<file path="config.mk">
export PLATFORM = sky130hd
export DESIGN_NAME = vga_fb_arbiter
export DESIGN_NICKNAME = d
export VERILOG_FILES = /design/src/rtl/vga_fb_arbiter.sv
export SDC_FILE = /design/constraint.sdc
export NUM_CORES = 1
export LEC_CHECK = 0
export CORE_MARGIN = 2
export CORE_UTILIZATION = 55
export DETAILED_ROUTE_END_ITERATION = 16
export DONT_BUFFER_PORTS = 1
export PLACE_DENSITY = 0.77
export SYNTH_ARGS = -nofsm -noshare
export SYNTH_HDL_FRONTEND = slang
export SYNTH_SLANG_ARGS = --single-unit
</file>
<file path="constraint.sdc">
create_clock -name clk -period 4.02 [get_ports clk]
set_input_delay 0.402 -clock clk [delete_from_list [all_inputs] [get_ports clk]]
set_output_delay 0.402 -clock clk [all_outputs]
set_load 0.02 [all_outputs]
</file>
<file path="src/rtl/vga_fb_arbiter.sv">
`default_nettype none
// ============================================================================
// Module   : vga_fb_arbiter
// Purpose  : Shares a single-port framebuffer RAM between VGA scanout (via a
//            show-ahead prefetch FIFO) and a pixel-drawing write client.
//            Optional underrun event counter: VGA_FB_ARB_UNDERRUN_CNT_EN.
// Revision : 1.0 - initial release
// ============================================================================
module vga_fb_arbiter #(
   parameter int DW         = 16,
   parameter int AW         = 17,
   parameter int FB_WORDS   = 76800,
   parameter int FIFO_DEPTH = 16,
   parameter int LOW_WM     = 4,
   parameter int RD_LAT     = 2
) (
   input  logic          clk,
   input  logic          rst_n,
   input  logic          frame_start,
   input  logic          pix_rd,
   output logic [DW-1:0] pix_data,
   output logic          pix_valid,
   output logic          underrun,
   input  logic          wr_valid,
   output logic          wr_ready,
   input  logic [AW-1:0] wr_addr,
   input  logic [DW-1:0] wr_data,
   output logic          mem_en,
   output logic          mem_we,
   output logic [AW-1:0] mem_addr,
   output logic [DW-1:0] mem_wdata,
   input  logic [DW-1:0] mem_rdata,
   output logic [15:0]   underrun_cnt
);

   localparam int PW = $clog2(FIFO_DEPTH);
   localparam int LW = PW + 1;
   localparam int CW = $clog2(FIFO_DEPTH + RD_LAT + 1) + 1;
   localparam logic [0:0]    ST_IDLE   = 1'b0;
   localparam logic [0:0]    ST_FETCH  = 1'b1;
   localparam logic [AW-1:0] LAST_ADDR = AW'(FB_WORDS - 1);

   logic [0:0]        state, state_nxt;
   logic              fetch_active;
   logic [AW-1:0]     fetch_addr;
   logic [RD_LAT-1:0] rd_pipe;
   logic [DW-1:0]     fifo_mem [FIFO_DEPTH];
   logic [PW-1:0]     rd_ptr, wr_ptr, rd_ptr_after;
   logic [LW-1:0]     level, level_after;
   logic [CW-1:0]     inflight, credit;
   logic              disp_elig, disp_urgent;
   logic              grant_wr, grant_rd;
   logic              push, pop, empty_hit;

   // Count reads still in the RAM pipeline
   always_comb begin
      inflight = '0;
      for (int i = 0; i < RD_LAT; i++)
         inflight = inflight + CW'(rd_pipe[i]);
   end

   assign credit      = CW'(level) + inflight;
   assign disp_elig   = fetch_active && (credit < CW'(FIFO_DEPTH));
   assign disp_urgent = fetch_active && (credit < CW'(LOW_WM));
   assign wr_ready    = !disp_urgent;
   assign pix_valid   = (level != '0);

   // frame_start suppresses reads and discards returns/pops, but not a write
   assign grant_wr  = wr_valid && wr_ready;
   assign grant_rd  = !grant_wr && disp_elig && !frame_start;
   assign push      = rd_pipe[RD_LAT-1] && !frame_start;
   assign pop       = pix_rd && pix_valid && !frame_start;
   assign empty_hit = pix_rd && !pix_valid && !frame_start;

   assign level_after  = level - LW'(pop);
   assign rd_ptr_after = rd_ptr + PW'(pop);

   // Drive the RAM port from this cycle's grant
   always_comb begin
      mem_en    = 1'b0;
      mem_we    = 1'b0;
      mem_addr  = '0;
      mem_wdata = '0;
      if (grant_wr) begin
         mem_en    = 1'b1;
         mem_we    = 1'b1;
         mem_addr  = wr_addr;
         mem_wdata = wr_data;
      end else if (grant_rd) begin
         mem_en    = 1'b1;
         mem_addr  = fetch_addr;
      end
   end

   // Fetch FSM: state register
   always_ff @(posedge clk or negedge rst_n) begin
      if (!rst_n) state <= ST_IDLE;
      else        state <= state_nxt;
   end

   // Fetch FSM: next state (stop after the last word of the frame)
   always_comb begin
      state_nxt = state;
      if (frame_start)
         state_nxt = ST_FETCH;
      else if (grant_rd && (fetch_addr == LAST_ADDR))
         state_nxt = ST_IDLE;
   end

   // Fetch FSM: outputs
   always_comb begin
      fetch_active = (state == ST_FETCH);
   end

   // Fetch address counter
   always_ff @(posedge clk or negedge rst_n) begin
      if (!rst_n)           fetch_addr <= '0;
      else if (frame_start) fetch_addr <= '0;
      else if (grant_rd)    fetch_addr <= fetch_addr + 1'b1;
   end

   // In-flight tracker: one bit per read, tail marks data arriving now
   always_ff @(posedge clk or negedge rst_n) begin
      if (!rst_n) begin
         rd_pipe <= '0;
      end else if (frame_start) begin
         rd_pipe <= '0;
      end else begin
         rd_pipe[0] <= grant_rd;
         for (int i = 1; i < RD_LAT; i++)
            rd_pipe[i] <= rd_pipe[i-1];
      end
   end

   // FIFO pointers and occupancy
   always_ff @(posedge clk or negedge rst_n) begin
      if (!rst_n) begin
         rd_ptr <= '0;
         wr_ptr <= '0;
         level  <= '0;
      end else if (frame_start) begin
         rd_ptr <= '0;
         wr_ptr <= '0;
         level  <= '0;
      end else begin
         if (push) wr_ptr <= wr_ptr + 1'b1;
         rd_ptr <= rd_ptr_after;
         level  <= level_after + LW'(push);
      end
   end

   // FIFO storage
   always_ff @(posedge clk) begin
      if (push) fifo_mem[wr_ptr] <= mem_rdata;
   end

   // Registered show-ahead head; holds its last value while the FIFO is empty
   always_ff @(posedge clk or negedge rst_n) begin
      if (!rst_n) begin
         pix_data <= '0;
      end else if (!frame_start) begin
         if (push && (level_after == '0))
            pix_data <= mem_rdata;
         else if (level_after != '0)
            pix_data <= fifo_mem[rd_ptr_after];
      end
   end

   // Sticky underrun flag, cleared at each frame start
   always_ff @(posedge clk or negedge rst_n) begin
      if (!rst_n)           underrun <= 1'b0;
      else if (frame_start) underrun <= 1'b0;
      else if (empty_hit)   underrun <= 1'b1;
   end

`ifdef VGA_FB_ARB_UNDERRUN_CNT_EN
   // Saturating underrun event counter, cleared only by reset
   always_ff @(posedge clk or negedge rst_n) begin
      if (!rst_n)
         underrun_cnt <= '0;
      else if (empty_hit && (underrun_cnt != 16'hFFFF))
         underrun_cnt <= underrun_cnt + 16'd1;
   end
`else
   assign underrun_cnt = 16'h0;
`endif

`ifndef SYNTHESIS
   // Credit accounting must never let a return arrive at a full FIFO
   always_ff @(posedge clk) begin
      if (rst_n) assert (!(push && (level == LW'(FIFO_DEPTH))));
   end
`endif

endmodule
`default_nettype wire

</file>
==> results_dict.tcl <==
set metrics [dict create \
    tns_ns 0 \
    n_fill_cell 1620 \
    path_class "reg -> reg" \
    layout-drive-gt1-share_pct 18.7 \
    tightest_slew_ns 1.26 \
    synth-simple-area-share_pct 6.38 \
    synthArstFlopShare_pct 16.3 \
    via_per_inst 6.30 \
    ys_warn_count 0 \
    fmax_mhz 286 \
    cts-buffers-inserted 30 \
    fin_crit_sh_pct 87.1 \
    synth-main-ff-cell "edfxtp_1" \
    combPwrFrac_pct 30.7 \
    leakagePower_nw 4.86 \
    final_core_util_pct 62.1 \
    root_buffer "clkbuf_16" \
    grt_max_degree 51 \
    port-buffer-count 0 \
    die_h_um 157 \
    yosys.area.top_type_share_pct 59.4 \
    hold_viol_final 0 \
    yosys-top-cells-area "edfxtp_1 59%, mux4_2 11%, dfrtp_1 9.7%" \
    synth-compound-area-share_pct 4.68 \
    worstHoldStart "pix_rd" \
    initial_core_util_pct 55.7 \
    worst_ir_drop_vdd_uv 430 \
    grt_pass1_vias 7126 \
    synth_commonest_cells "256 x edfxtp_1, 64 x mux4_2, 50 x dfrtp_1" \
    post_cts_resized 0 \
    cp_data_arrival_time_ns 3.99 \
    synth_edf_count 256 \
    fp-row-count 56 \
    netlist_instances 730 \
    via_count 6934 \
    grt-ovfl-total 0 \
    dieArea_sq_mm 0.0248 \
    yosysMostFrequentCell "edfxtp_1" \
    stdcell_count 1100 \
    drc 0 \
    muxShareOfSynthArea_pct 13.7 \
    critPathMaxFanout 16 \
    max-cap-violations 0 \
    yosysTopAreaCell "edfxtp_1" \
    synth_top_family_by_area "multiplexers" \
    multi_input_area_sq_mm 0.00369 \
    path_clk_slew_ns 0.06 \
    post-place-cells 1025 \
    ff_latch_area_sq_mm 0.00894 \
    power_frac_clock_pct 29.2 \
    setup_violations 0 \
    antenna_found_initial 0 \
    cts_setup_buffers 0 \
    switching_share_pct 32.1 \
    cp-startpoint "level[2]" \
    hpwl_um 16400 \
    synth-xor-area-share_pct 2.02 \
    outcome "completed" \
    htree_levels 1 \
    yosysUniqueCellTypes 50 \
    die_w_um 157 \
    rsz0062_at_grt "false" \
    clkLatencyLatePin_ns 0.57 \
    clock_skew_ns 0.0232 \
    r2r-start "level[2]" \
    coreArea_sq_mm 0.0233 \
    place_congestion 0.854 \
    p_switching_mw 3.12 \
    cts_tree "built" \
    syn_avg_cell_area_sq_um 17.7 \
    maxSlewHeadroom_pct 15.9 \
    ant_nets 0 \
    critPathLaunchType "flop" \
    min_period_ns 3.50 \
    hold_path.class "in -> reg" \
    finalNetCount 823 \
    clock_sinks 306 \
    io_pins 124 \
    synth_fa_ha_area_share_pct 1.16 \
    critPathCaptureType "flop" \
    track_usage_pct 23.8 \
    ys_ff_latch 306 \
    wl_um 28800 \
    netlist_area_sq_mm 0.0129 \
    antenna_cells 0 \
    wl_per_cell_um 26.2 \
    area_growth_syn_to_layout_pct 11.6 \
    p_seq_share_pct 40.1 \
    drt-pass1-iter-count 5 \
    seq_area_frac_synth_pct 69.0 \
    hold_buffers 19 \
    grt_first_pass_wirelength_um 43100 \
    power_density_mw_per_mm2 674 \
    intPower_mw 6.62 \
    drt-initial-drc-count 865 \
    clk_path_buf_depth 3 \
    cp.required_ns 4.51 \
    report.final.slew_viol_count 0 \
]
[cells in the final DEF, fill, tap and decap left out, drive strengths merged, types with 8 or more instances in the layout]
cell,instances
a221oi,16
a22o,33
and2,18
and3,18
buf,18
clkbuf,34
clkinv,17
conb,16
dfrtp,50
dlygate4sd3,17
edfxtp,256
ha,12
inv,13
mux2i,33
mux4,64
nand2,43
nand4,8
nor2,29
nor3,10
xnor2,13
xor2,13
[power by group through the flow]
| stage | logic (mW) | registers, mW | clock network (mW) |
|---|---|---|---|
| floorplan | 2.44 | 3.85 | 0 |
| global placement | 2.85 | 3.96 | 0 |
| detailed placement | 2.94 | 3.96 | 0 |
| CTS | 3.02 | 3.90 | 2.88 |
| global route | 3.24 | 3.92 | 3.00 |
| finish | 2.99 | 3.90 | 2.85 |
[metrics by stage]
| stage | setup slack (ns) | instance area [sq um] | hold slack (ns) | power (mW) |
|---|---|---|---|---|
| 4_1_cts | 0.511 | 14500 | 0.00434 | 9.80 |
| 3_5_place_dp | 0.546 | 13200 | 0.108 | 6.90 |
| 3_3_place_gp | 0.711 | 13200 | 0.108 | 6.82 |
| 6_report | 0.518 | 14500 | 0.0127 | 9.74 |
| 2_1_floorplan | 1.06 | 13000 | 0.106 | 6.29 |
| 5_1_grt | 0.307 | 14500 | 0.0340 | 10.2 |
[state kept, by name, indices dropped and copies added (netlist names)]
signal / cells
fetch_addr: 17
rd_pipe: 2
level: 5
wr_ptr: 4
underrun: 1
rd_ptr: 4
pix_data: 16
fifo_mem: 256
fetch_active: 1
[final timing paths]
check	to	slack, ns	cells past startpoint
worst max-delay path	pix_data[12]	0.52	9
worst min-delay path	underrun	0.01	2
worst max register to register	pix_data[12]	0.52	9
worst min register to register	rd_pipe[1]	0.52	1
max in group asynchronous	pix_data[12]	3.36	2
min in group asynchronous	fetch_addr[7]	0.40	2
[layout make-up]
class                   instances  share of cell area [%]
clock inverters                22                    1.71
repair buffers                 35                    2.51
well taps                     319                    2.76
multi-input cells             371                    25.5
flip-flops and latches        306                    61.9
inverters                      13                   0.338
clock buffers                  34                    5.30
[kinds of logic (layout without fill, tap and decap cells)]
kind of cell	Yosys count	in the layout
and+or+nand+nor	154	154
muxes	97	97
buffers and inverters	68	104
adders and majority gates	12	12
AOI/OAI and AO/OA	66	66
other	1	16
DFF	306	306
xor gates and xnor gates	26	26
[worst max-delay path, cell delays in order (launching register included)]
cell and delay [ns]:
dfrtp_1 0.53, nor2_1 0.09, nor4b_1 0.18, nor3b_1 0.49, ha_1 0.29, nor3b_4 0.29, xor2_2 0.15, nor4_4 0.47
a21o_1 0.68, a22o_1 0.26
[layer usage]
| metal | GRT usage [%] | routed length (um) | vias to the layer above |
|---|---|---|---|
| li1 | - | - | 2903 |
| met1 | 32.1 | 11200 | 3597 |
| met2 | 40.8 | 14500 | 377 |
| met3 | 4.05 | 2520 | 57 |
| met4 | 5.63 | 612 | 0 |
| met5 | 0 | 0 | - |
No activity file was read; power rests on OpenSTA's default activity.
